**src/rtl/engine_pkg.sv**
```systemverilog
// rtl/engine_pkg.sv - shared state encodings and display helper for the engine power controller
package engine_pkg;

   // Power FSM states; the numeric values double as the power_state display code
   typedef enum logic [1:0] {
      POFF_S = 2'd0,
      ARM_S  = 2'd1,
      PON_S  = 2'd2,
      LOCK_S = 2'd3
   } power_state_t;

   // global_state value meaning park/idle mode
   localparam int MODE_IDLE = 0;

   // Seven-segment glyph (gfedcba, active high) for a power_state code: O, A, n, L
   function automatic logic [6:0] power_state_seg(input logic [1:0] code);
      logic [6:0] seg;
      case (code)
         2'd0:    seg = 7'b0111111;
         2'd1:    seg = 7'b1110111;
         2'd2:    seg = 7'b1010100;
         default: seg = 7'b0111000;
      endcase
      return seg;
   endfunction

endpackage

```
**src/rtl/engine_power_ctrl_tick_counter.sv**
```systemverilog
// rtl/engine_power_ctrl_tick_counter.sv - saturating tick counter with terminal-count strobe
module tick_counter #(
   parameter int W     = 16,
   parameter int LIMIT = 1
) (
   input  logic         clk,
   input  logic         rst,
   input  logic         en,
   input  logic         clr,
   output logic [W-1:0] cnt,
   output logic         term
);

   // LIMIT of 0 means the terminal count never fires
   localparam logic [W-1:0] LAST    = W'(LIMIT - 1);
   localparam logic [W-1:0] CNT_MAX = '1;

   assign term = (LIMIT != 0) && en && (cnt == LAST);

   // Count enabled ticks; clear wins over count, and the value sticks at all-ones
   always_ff @(posedge clk) begin
      if (rst || clr) begin
         cnt <= '0;
      end else if (en && (cnt != CNT_MAX)) begin
         cnt <= cnt + W'(1);
      end
   end

endmodule

```
**src/rtl/engine_power_ctrl.sv**
```systemverilog
// rtl/engine_power_ctrl.sv - engine power enable FSM with hold-to-start, blink, idle auto-off and lockout
module engine_power_ctrl #(
   parameter int HOLD_TICKS  = 1000,
   parameter int IDLE_TICKS  = 30000,
   parameter int BLINK_TICKS = 250,
   parameter int CNT_W       = 16,
   parameter int MODE_W      = 2
) (
   input  logic              clk,
   input  logic              rst,
   input  logic              tick_ms,
   input  logic [MODE_W-1:0] global_state,
   input  logic              power_on,
   input  logic              power_off,
   input  logic              manual_power,
   input  logic              activity,
   output logic              next_power,
   output logic              power_light,
   output logic [1:0]        power_state
);
   import engine_pkg::*;

   power_state_t      state, state_next;
   logic [MODE_W-1:0] prev_mode;
   logic              blink_phase, phase_next;

   logic [CNT_W-1:0]  hold_cnt, idle_cnt, blink_cnt;
   logic              hold_term, idle_term, blink_term;
   logic              hold_clr, idle_clr, blink_clr;
   logic              leaving, mode_change, idle_timeout, in_park;
   logic              unused_cnts;

   assign mode_change  = (global_state != prev_mode);
   assign in_park      = (global_state == MODE_W'(MODE_IDLE));
   assign idle_timeout = idle_term && !activity;
   assign leaving      = (state_next != state);

   // Every counter restarts on any state exit so no count carries into the next state
   assign hold_clr  = (state != ARM_S) || leaving;
   assign idle_clr  = (state != PON_S) || leaving || activity;
   assign blink_clr = (state != ARM_S) || leaving || blink_term;

   tick_counter #(.W(CNT_W), .LIMIT(HOLD_TICKS)) u_hold (
      .clk  (clk),
      .rst  (rst),
      .en   (tick_ms),
      .clr  (hold_clr),
      .cnt  (hold_cnt),
      .term (hold_term)
   );

   tick_counter #(.W(CNT_W), .LIMIT(IDLE_TICKS)) u_idle (
      .clk  (clk),
      .rst  (rst),
      .en   (tick_ms),
      .clr  (idle_clr),
      .cnt  (idle_cnt),
      .term (idle_term)
   );

   tick_counter #(.W(CNT_W), .LIMIT(BLINK_TICKS)) u_blink (
      .clk  (clk),
      .rst  (rst),
      .en   (tick_ms),
      .clr  (blink_clr),
      .cnt  (blink_cnt),
      .term (blink_term)
   );

   // Only the terminal strobes drive behaviour; raw counts are kept for debug probing
   assign unused_cnts = ^{hold_cnt, idle_cnt, blink_cnt};

   // Next state and blink phase, in priority order: mode change, power_off, park release, idle, normal
   always_comb begin
      state_next = state;
      phase_next = blink_phase;
      if (mode_change) begin
         if ((state == ARM_S) || (state == PON_S)) begin
            state_next = LOCK_S;
         end
      end else if (power_off && ((state == ARM_S) || (state == PON_S))) begin
         state_next = LOCK_S;
      end else if ((state == PON_S) && in_park && !power_on && !manual_power) begin
         state_next = LOCK_S;
      end else if ((state == PON_S) && idle_timeout) begin
         state_next = LOCK_S;
      end else begin
         case (state)
            POFF_S: begin
               if (power_on) begin
                  state_next = ARM_S;
                  phase_next = 1'b1;
               end
            end
            ARM_S: begin
               if (!power_on) begin
                  state_next = POFF_S;
               end else if (hold_term) begin
                  state_next = PON_S;
               end else if (blink_term) begin
                  phase_next = ~blink_phase;
               end
            end
            LOCK_S: begin
               if (!power_on) begin
                  state_next = POFF_S;
               end
            end
            default: begin
               state_next = state;
            end
         endcase
      end
   end

   // State, mode history and outputs, all registered from the next-state values
   always_ff @(posedge clk) begin
      if (rst) begin
         state       <= POFF_S;
         prev_mode   <= '0;
         blink_phase <= 1'b0;
         next_power  <= 1'b0;
         power_light <= 1'b0;
      end else begin
         state       <= state_next;
         prev_mode   <= global_state;
         blink_phase <= phase_next;
         next_power  <= (state_next == PON_S);
         power_light <= (state_next == PON_S) || ((state_next == ARM_S) && phase_next);
      end
   end

   assign power_state = state;

endmodule

```
**config.mk**
```make
export PLATFORM = sky130hd
export DESIGN_NAME = engine_power_ctrl
export DESIGN_NICKNAME = d
export VERILOG_FILES = /design/src/rtl/engine_pkg.sv /design/src/rtl/engine_power_ctrl_tick_counter.sv /design/src/rtl/engine_power_ctrl.sv
export SDC_FILE = /design/constraint.sdc
export NUM_CORES = 1
export LEC_CHECK = 0
export CAP_MARGIN = 20
export CORE_MARGIN = 2
export CORE_UTILIZATION = 61
export DETAILED_ROUTE_END_ITERATION = 8
export GPL_TIMING_DRIVEN = 0
export HOLD_SLACK_MARGIN = 0.02
export PLACE_DENSITY_LB_ADDON = 0.12
export SLEW_MARGIN = 20
export SYNTH_ARGS = -nofsm -noshare
export SYNTH_HDL_FRONTEND = slang
export SYNTH_SLANG_ARGS = --single-unit
```
**constraint.sdc**
```tcl
create_clock -name clk -period 3.2 [get_ports clk]
set_input_delay 0.32 -clock clk [delete_from_list [all_inputs] [get_ports clk]]
set_output_delay 0.32 -clock clk [all_outputs]
set_load 0.01 [all_outputs]
```
==> run summary <==
Worst setup SP type: flop
Layout Area Growth over Synthesis: 10.0%
CTS Buf Count: 5
TritonRoute pass-1 iters: 4
outcome: completed
minimum clock period after layout: 2.99 ns
Finished Core Util: 68.3%
CTS tree: built
final worst path period share: 93.6%
final wirelength: 6300 microns
first-pass GRT wire length: 9980 microns
synthesized instance count: 386
worst skew pair latency: 0.31 ns
Clk pin slew, worst setup/hold paths: 0.10 ns
Initial Util: 62.0%
Synthesis Warnings: 0
CTS Hold Bufs: 0
area of the die: 5720 sq um
Fmax: 334 MHz
worst min path class: reg2reg
Synth area leaders: dfxtp_1, nor2_1, nand2_1
endpoints failing setup: 0
Post-synth top flop: dfxtp_1
# H-tree levels: 2
skew final: 0.00589 ns
asr flop ratio synth: 0%
Total GRT Usage: 22.4%
Setup crit end kind: flop
PostCTS Resize Cnt: 0
Fin Setup TNS: 0 ns
initial antenna violation count: 0
Clock Sinks: 55
# diodes: 0
Max Slew Vio Count: 0
DRC viols: 0
Synth area leader: dfxtp_1
pre-CTS WS: 0.134 ns
initial drt markers: 147
Seq cells post-synth: 55
Worst EP required: 3.40 ns
vias per cell: 5.72
final antenna-violating net count: 0
Max Cap Viol: 0
Worst IR Drop VDD: 0.000293 V
Syn Nets: 403
Layout fillers: 427
routed vias: 2719
clk buf depth: 2
core area: 5040 sq um
most common cell in the synthesized netlist: dfxtp_1
DP HPWL: 4540 microns
Slew HR: 47.6%
Fin. Hold Viols: 0
Synth Cell Area: 3130 sq um
final weighted congestion in routability-driven placement: 0.924
unrepaired setup endpoints after global routing: false
sequential share of the synthesized area: 35.2%
die width: 75.6 microns
post-DR wirelength/cell: 13.3 microns
ratio of cells with drive above 1 in the final layout: 6.67%
Synth top area share: 35.2%
Root Buffer Master: clkbuf_8
Tightest Pin Transition: 0.778 ns
critical-path maximum fanout: 10
syn_area_per_cell: 8.10 sq um
pin count of the biggest net entering global routing: 17
Arr. time, crit path: 3.20 ns
vias in the first global route: 2307
Final WS setup: 0.206 ns
# rows: 26
Die Ht: 75.6 microns
CP Class: reg2reg
Lkg Pwr: 1.18 nW
IO buf count: 12
total gr overflow: 0
Synth cell types: 51
Synth top cells by count: dfxtp_1, nor2_1, nand2_1, nand3_1, xor2_1
Post-synth EDFFs: 0
post-CTS setup buffer count: 0
I/O Pins: 13
nets@finish: 422
pwr dens: 417 nW/um^2
## area by class of cell
type	count	area [sq um]	area share [%]
Clock inverter	2	37.5	1.09
Clock buffer	5	68.8	2.00
Sequential cell	55	1100	32.0
Tap cell	70	87.6	2.54
Timing Repair Buffer	12	120	3.49
Inverter	11	41.3	1.20
Buffer	11	67.6	1.96
Multi-Input combinational cell	309	1920	55.7
## power breakdown
group | internal (mW) | switching [mW]
sequential | 0.692 | 0.00973
clock | 0.229 | 0.224
combinational | 0.109 | 0.171
## metal layers
metal | vias to the layer above | part of all wire [%] | track usage, %
li1 | 1412 | - | -
met1 | 1240 | 48 | 29.3
met2 | 59 | 46 | 37.1
met3 | 8 | 4.3 | 4.63
met4 | 0 | 1.4 | 7.41
met5 | - | 0 | 0
## cells in the final DEF, fill, tap and decap left out, types with 2 or more instances in the layout
| cell type | instances |
|---|---|
| nand2_1 | 48 |
| nand4_1 | 12 |
| nor2_1 | 51 |
| clkbuf_1 | 6 |
| and2_1 | 4 |
| nor4_1 | 10 |
| dfxtp_1 | 55 |
| or4_1 | 3 |
| nand3_1 | 25 |
| a21oi_1 | 10 |
| nand2b_1 | 4 |
| a31oi_1 | 2 |
| o21ai_0 | 7 |
| clkdlybuf4s50_1 | 12 |
| nand3b_1 | 2 |
| nor3_1 | 16 |
| mux2i_1 | 6 |
| o211ai_1 | 7 |
| ha_1 | 8 |
| xor2_1 | 19 |
| nor2_2 | 8 |
| nor2b_1 | 5 |
| nor3b_2 | 2 |
| nor4b_1 | 3 |
| a211oi_1 | 6 |
| a21o_1 | 2 |
| xnor2_1 | 18 |
| clkbuf_8 | 5 |
| inv_1 | 11 |
| buf_6 | 3 |
| and3_1 | 8 |
| and4_1 | 3 |
| or3_1 | 2 |
## cell families after synthesis
logic type,count (synthesis),share of synthesized area (%)
adders and majority gates,8,3.20
muxes,6,1.92
xor gates and xnor gates,37,10.4
buffers and inverters,22,3.48
and+or+nand+nor,211,34.2
DFF,55,35.2
AOI/OAI and AO/OA,47,11.6
## path summary, 6_finish.rpt
check	slack, ns	cells past startpoint	from	end
worst max-delay path	0.21	7	u_hold.cnt[3]	u_hold.cnt[2]
worst max register to register	0.21	7	u_hold.cnt[3]	u_hold.cnt[2]
worst min register to register	0.54	2	u_idle.cnt[1]	u_idle.cnt[1]
worst min-delay path	0.54	2	u_idle.cnt[1]	u_idle.cnt[1]
## flip-flops by register name, summed over array words and instances, names as in the netlist
register	flops
u_blink.cnt	16
u_hold.cnt	16
u_idle.cnt	16
next_power	1
blink_phase	1
prev_mode	2
power_state	2
power_light	1
## critical path: stages (launching register included)
cell and delay, ns:
dfxtp_1 0.37, or4_1 0.54, or4_4 0.58, or4_1 0.48, o2111a_2 0.21, o32ai_4 0.42, buf_6 0.23, nor3b_2 0.06
## per-stage QoR
stage / total power [mW] / hold WS [ns] / area (sq um) / instances
final: 1.43 / 0.544 / 3440 / 475
after global routing: 1.50 / 0.595 / 3440 / 475
after CTS: 1.45 / 0.546 / 3440 / 475
after detailed placement: 0.999 / 0.520 / 3340 / 468
after global placement: 0.996 / 0.510 / 3340 / 468
after floorplan: 0.923 / 0.392 / 3130 / 386
No activity file was read; power rests on OpenSTA's default activity.
